--- src/rtl/cdctl_pll_rst_seq_pkg.sv ---
// rtl/cdctl_pll_rst_seq_pkg.sv - state encoding and counter-width helper for the PLL reset sequencer
//
// Purpose : shared definitions for cdctl_pll_rst_seq and cdctl_rst_stage.
// Contents: pll_state_t  - sequencer states (glitch, wait, release ramp, run)
//           max3()       - largest of three integers
//           cnt_width()  - width of the shared phase counter
package cdctl_pll_rst_seq_pkg;

  typedef enum logic [1:0] {
    S_GLITCH = 2'd0,
    S_WAIT   = 2'd1,
    S_SEQ    = 2'd2,
    S_RUN    = 2'd3
  } pll_state_t;

  function automatic int max3(input int a, input int b, input int c);
    int m;
    m = (a > b) ? a : b;
    return (m > c) ? m : c;
  endfunction

  // The counter must be able to hold the longest phase terminal value:
  // GLITCH_LEN in the glitch phase, and the full release ramp in S_SEQ.
  function automatic int cnt_width(input int glitch_len, input int lock_delay,
                                   input int n_rst, input int stage_gap);
    return $clog2(max3(glitch_len, lock_delay, n_rst * stage_gap) + 1);
  endfunction

endpackage

--- src/rtl/cdctl_rst_stage.sv ---
// rtl/cdctl_rst_stage.sv - single release flop of the sequenced reset ramp
//
// Purpose : drives one active-low domain reset. Sets once the shared phase
//           counter reaches REL_AT-1 during the release ramp, holds until a
//           lock loss or RESET.
// Ports   : i_clk   in  1   reference clock
//           i_rst   in  1   asynchronous active-high reset
//           i_clr   in  1   lock loss; dominates a same-cycle set
//           i_en    in  1   high while the sequencer is in the release ramp
//           i_cnt   in  CW  shared phase counter
//           o_rst_n out 1   registered active-low reset (1 = released)
module cdctl_rst_stage
  import cdctl_pll_rst_seq_pkg::*;
#(
  parameter int CW     = 4,
  parameter int REL_AT = 4
) (
  input  logic          i_clk,
  input  logic          i_rst,
  input  logic          i_clr,
  input  logic          i_en,
  input  logic [CW-1:0] i_cnt,
  output logic          o_rst_n
);

  // The counter reads REL_AT-1 in the cycle before the REL_AT-th edge after
  // lock rose, so the flop sets exactly on that edge.
  localparam logic [CW-1:0] L_HIT = CW'(REL_AT - 1);

  logic r_rel;

  always_ff @(posedge i_clk or posedge i_rst) begin
    if (i_rst) begin
      r_rel <= 1'b0;
    end else if (i_clr) begin
      r_rel <= 1'b0;
    end else if (i_en && (i_cnt == L_HIT)) begin
      r_rel <= 1'b1;
    end
  end

  assign o_rst_n = r_rel;

endmodule

--- src/rtl/cdctl_pll_rst_seq.sv ---
// rtl/cdctl_pll_rst_seq.sv - PLL simulation model with ordered domain reset release
//
// Purpose : passes the reference clock through as the global PLL output,
//           emulates the power-up LOCK glitch and a programmable lock time,
//           then releases N_RST active-low resets STAGE_GAP cycles apart.
//           UNLOCK_REQ injects a lock loss and restarts the lock/release sequence.
// Ports   : REFERENCECLK in  1      the only clock, rising edge
//           RESET        in  1      asynchronous active-high reset
//           UNLOCK_REQ   in  1      synchronous level, forces loss of lock
//           PLLOUTGLOBAL out 1      combinational copy of REFERENCECLK
//           LOCK         out 1      registered lock indicator
//           RST_N        out N_RST  registered active-low resets, bit 0 released first
//           READY        out 1      registered, high when every RST_N bit is released
module cdctl_pll_rst_seq
  import cdctl_pll_rst_seq_pkg::*;
#(
  parameter int GLITCH_LEN = 2,
  parameter int LOCK_DELAY = 5,
  parameter int N_RST      = 3,
  parameter int STAGE_GAP  = 4
) (
  input  logic             REFERENCECLK,
  input  logic             RESET,
  input  logic             UNLOCK_REQ,
  output logic             PLLOUTGLOBAL,
  output logic             LOCK,
  output logic [N_RST-1:0] RST_N,
  output logic             READY
);

  localparam int CW = cnt_width(GLITCH_LEN, LOCK_DELAY, N_RST, STAGE_GAP);

  localparam logic [CW-1:0] L_CNT_MAX    = '1;
  localparam logic [CW-1:0] L_GLITCH_END = CW'(GLITCH_LEN);
  localparam logic [CW-1:0] L_WAIT_END   = CW'(LOCK_DELAY - 1);
  localparam logic [CW-1:0] L_SEQ_END    = CW'(N_RST * STAGE_GAP - 1);

  localparam pll_state_t L_RST_STATE = (GLITCH_LEN == 0) ? S_WAIT : S_GLITCH;

  generate
    if (LOCK_DELAY < 1) begin : g_bad_lock_delay
      $error("cdctl_pll_rst_seq: LOCK_DELAY must be >= 1");
    end
    if (N_RST < 1) begin : g_bad_n_rst
      $error("cdctl_pll_rst_seq: N_RST must be >= 1");
    end
    if (STAGE_GAP < 1) begin : g_bad_stage_gap
      $error("cdctl_pll_rst_seq: STAGE_GAP must be >= 1");
    end
  endgenerate

  pll_state_t       r_state;
  pll_state_t       w_state_nxt;
  logic [CW-1:0]    r_cnt;
  logic             r_lock;
  logic             r_ready;
  logic             w_lock_nxt;
  logic             w_hold_clr;
  logic             w_lock_loss;
  logic             w_cnt_clr;
  logic             w_seq_en;
  logic [N_RST-1:0] w_rst_n;

  always_ff @(posedge REFERENCECLK or posedge RESET) begin
    if (RESET) begin
      r_state <= L_RST_STATE;
    end else begin
      r_state <= w_state_nxt;
    end
  end

  always_comb begin
    w_state_nxt = r_state;
    w_lock_nxt  = 1'b0;
    w_hold_clr  = 1'b0;
    w_lock_loss = 1'b0;
    unique case (r_state)
      S_GLITCH: begin
        // LOCK is falsely high while the glitch lasts; an unlock request
        // abandons the remainder and starts the real lock wait.
        if (UNLOCK_REQ || (r_cnt == L_GLITCH_END)) begin
          w_state_nxt = S_WAIT;
        end else begin
          w_lock_nxt = 1'b1;
        end
      end
      S_WAIT: begin
        // Holding UNLOCK_REQ pins the lock timer at zero.
        if (UNLOCK_REQ) begin
          w_hold_clr = 1'b1;
        end else if (r_cnt == L_WAIT_END) begin
          w_state_nxt = S_SEQ;
          w_lock_nxt  = 1'b1;
        end
      end
      S_SEQ: begin
        if (UNLOCK_REQ) begin
          w_state_nxt = S_WAIT;
          w_lock_loss = 1'b1;
        end else begin
          w_lock_nxt = 1'b1;
          if (r_cnt == L_SEQ_END) begin
            w_state_nxt = S_RUN;
          end
        end
      end
      S_RUN: begin
        if (UNLOCK_REQ) begin
          w_state_nxt = S_WAIT;
          w_lock_loss = 1'b1;
        end else begin
          w_lock_nxt = 1'b1;
        end
      end
      default: begin
        w_state_nxt = S_WAIT;
      end
    endcase
  end

  assign w_cnt_clr = (w_state_nxt != r_state) || w_hold_clr;
  assign w_seq_en  = (r_state == S_SEQ);

  // Shared phase counter: restarts on every state change, saturates in S_RUN.
  always_ff @(posedge REFERENCECLK or posedge RESET) begin
    if (RESET) begin
      r_cnt   <= '0;
      r_lock  <= 1'b0;
      r_ready <= 1'b0;
    end else begin
      if (w_cnt_clr) begin
        r_cnt <= '0;
      end else if (r_cnt != L_CNT_MAX) begin
        r_cnt <= r_cnt + 1'b1;
      end
      r_lock  <= w_lock_nxt;
      r_ready <= (w_state_nxt == S_RUN);
    end
  end

  for (genvar k = 0; k < N_RST; k++) begin : g_stage
    cdctl_rst_stage #(
      .CW    (CW),
      .REL_AT((k + 1) * STAGE_GAP)
    ) u_stage (
      .i_clk  (REFERENCECLK),
      .i_rst  (RESET),
      .i_clr  (w_lock_loss),
      .i_en   (w_seq_en),
      .i_cnt  (r_cnt),
      .o_rst_n(w_rst_n[k])
    );
  end

  assign PLLOUTGLOBAL = REFERENCECLK;
  assign LOCK         = r_lock;
  assign RST_N        = w_rst_n;
  assign READY        = r_ready;

  a_rst_thermo: assert property (@(posedge REFERENCECLK) disable iff (RESET)
    ((RST_N >> 1) & ~RST_N) == '0);
  a_rst_needs_lock: assert property (@(posedge REFERENCECLK) disable iff (RESET)
    (|RST_N) |-> LOCK);
  a_ready_all: assert property (@(posedge REFERENCECLK) disable iff (RESET)
    READY == (&RST_N));

endmodule

--- config.mk ---
export PLATFORM = sky130hd
export DESIGN_NAME = cdctl_pll_rst_seq
export DESIGN_NICKNAME = d
export VERILOG_FILES = /design/src/rtl/cdctl_pll_rst_seq_pkg.sv /design/src/rtl/cdctl_rst_stage.sv /design/src/rtl/cdctl_pll_rst_seq.sv
export SDC_FILE = /design/constraint.sdc
export NUM_CORES = 1
export LEC_CHECK = 0
export ABC_AREA = 1
export CAP_MARGIN = 5
export CORE_AREA = 2 2 39 41
export DETAILED_ROUTE_END_ITERATION = 7
export DIE_AREA = 0 0 41 43
export PLACE_DENSITY = 0.8
export SLEW_MARGIN = 10
export SYNTH_ARGS = -nofsm -noshare
export SYNTH_HDL_FRONTEND = slang
export SYNTH_HIERARCHICAL = 1
export SYNTH_SLANG_ARGS = --single-unit
--- constraint.sdc ---
create_clock -name REFERENCECLK -period 2.15 [get_ports REFERENCECLK]
set_clock_uncertainty 0.15 [all_clocks]
set_input_delay 0.43 -clock REFERENCECLK [delete_from_list [all_inputs] [get_ports REFERENCECLK]]
set_output_delay 0.43 -clock REFERENCECLK [all_outputs]
set_load 0.01 [all_outputs]
==> results.md <==
- Crit path to: PLLOUTGLOBAL
- Area growth syn-to-layout: 21.4%
- Final WL: 1.31 mm
- PD cells: about 1200 nW/um^2
- Post-synthesis cell type count: 14
- Post-synth EDFFs: 0
- CTS tree: done
- Setup crit end kind: output pin
- Final setup TNS: 0 ns
- Worst setup SP type: clock port
- Status: finished clean
- Worst Path Max Fanout: 2
- # IOs: 9
- R2R cell count: 8
- Cell Area, Synth: 662 sq um
- Routability Congestion: a little over 0.9
- Post-DR wirelength/cell: about 11 microns
- Avg Cell Area, Syn: a little over 7 sq um
- FF/Latch Area: roughly 280 sq um
- # fillers: 140
- Worst-Skew Late Latency: around 0.38 ns
- Max Slew Vio Count: 0
- Syn Nets: 97
- Area contributors post-synth: dfrtp_1 42%, inv_1 12%, nand2_1 12%, nor2_1 7.9%, ha_1 5.7%
- Multi-input gate area: 297 sq um
- VDD IR-drop max: about 0.00055 V
- Worst hold path type: in -> async
- Remaining routing DRC violations: 0
- Final Hold Vio Count: 0
- Placement Rows: 14
- Crit Reg-Reg Startpoint: r_cnt[0]
- Cell count after synthesis: just over 90
- Grt ovf: 0
- #FFs+latches synth: 11
- IO buf count: 8
- CP Data Arrival Time: between 1.5 and 2 ns
- Setup crit start: REFERENCECLK
- DR iter-0 viols: 10
- Die X: about 41 microns
- Area leader, netlist: dfrtp_1
- Initial antenna violation count: 0
- MaxCap Viol Count: 0
- Initial Util: a little under half
- Seq/Total Area, Yosys: between 40% and 50%
- HPWL Detailed: ~960 microns
- Via count: between 500 and 600
- Post-layout util: between 50% and 60%
- Die extent in y: 43 microns
- Core area: roughly 1400 sq um
- RR Endpoint: r_cnt[0]
- DRT Pass-1 Iters: 4
- Endpoint required time on the critical path: 1.57 ns
- Ys flop type: dfrtp_1
- Die Area: between 1500 and 2000 sq um
- LEAKAGE: 0.000404 uW
- WS Path Type: clk -> out
- RSZ-0062 raised after global routing: false
- Clock transition at path regs: around 0.070 ns
- Setup violations, final: 0
- Least-Margin Pin Slew: around 0.31 ns
- Vias in the first global route: 554
- Vias per cell: between 4 and 5
- Register-to-register setup slack: roughly 0.55 ns
- Relative slew slack: roughly 79%
- Ys Warns: 6
- Post-route ant nets: 0
- Ant. Diodes: 0
- Nets: around 110
- First-pass GRT wire length: 2.27 mm
- Gr usage total: between 20 and 25%
- Async S/R FF share, synth: 100%
- Largest net degree at the start of global routing: 9
- Share of the synthesized area in the top cell type: about two fifths
- Fraction of layout instances using a drive strength above 1: 14.3%
-- sequential cells by signal, indices dropped and copies added, names as in the netlist --
signal and cells:
g_stage.u_stage/o_rst_n 3, LOCK 1, READY 1, r_cnt 4, r_state 2
-- critical path, cell delays in order --
cell	delay [ns]
clkbuf_4	0.10
clkbuf_4	0.12
clkdlybuf4s15_1	0.22
-- cells in the mapped netlist (2+ instances only) --
cell / number
a21oi_2: 3
dfrtp_1: 11
ha_1: 3
inv_1: 22
nand2_1: 21
nand2_2: 3
nand3_1: 2
nor2_1: 14
o21ai_0: 7
-- stage by stage --
step	hold WS [ns]	worst slack (ns)	cell area, sq um	instances	power [uW]
2_1_floorplan	0.00871	0.376	662	91	638
3_3_place_gp	0.366	0.0462	754	114	769
3_5_place_dp	0.372	0.0462	754	114	790
4_1_cts	0.113	0.0484	803	121	1010
5_1_grt	0.113	0.0301	803	121	1100
6_report	0.120	0.0566	803	121	995
-- metal layers --
layer  vias up  global-route usage [%]  wire length, microns
met2        29                    27.8                   635
met5         -                       0                     0
li1        296                       -                     -
met3         4                    8.38                   102
met1       269                    24.7                   534
met4         0                    14.7                    35
-- cells by family after synthesis --
group           count (synthesis)  share of synthesized area [%]
compound gates                 11                           10.6
xor+xnor                        1                           1.32
fa+ha+maj                       3                           5.67
buf+inv                        23                           13.6
flops                          11                           41.6
simple gates                   42                           27.2
-- worst min path at each step --
stage / to / depth (start not counted)
finish: g_stage[0].u_stage/o_rst_n / 2
detailed placement: g_stage[0].u_stage/o_rst_n / 2
global placement: g_stage[1].u_stage/o_rst_n / 2
floorplan: g_stage[0].u_stage/o_rst_n / 1
CTS: g_stage[0].u_stage/o_rst_n / 2
global route: g_stage[0].u_stage/o_rst_n / 2
-- cell usage in the layout (no fill, tap or decap), drive strengths merged --
| master | instances |
|---|---|
| o21ai | 8 |
| clkdlybuf4s15 | 1 |
| nor2 | 14 |
| dfrtp | 11 |
| clkbuf | 7 |
| a21oi | 3 |
| xor2 | 1 |
| clkdlybuf4s50 | 7 |
| nand2 | 24 |
| inv | 22 |
| nor3 | 1 |
| nand3 | 3 |
| ha | 3 |
-- area by class of cell --
cell class,count,share of cell area (%)
clock buffers,8,7.32
inverters,22,10.3
multi-input cells,57,36.9
flip-flops and latches,11,34.3
well taps,16,2.49
repair buffers,7,8.72
-- power by group --
group          total (uW)  internal [uW]  switching [uW]
clock network         259            155             104
logic                 389            177             212
registers             347            279            67.7
total                 995            611             384
-- what timing repair did --
action	CTS	global route
setup endpoints to repair	1	0
gates resized for setup	2	0
hold buffers	0	0
setup buffers	0	0
(Power assumes the default switching activity.)
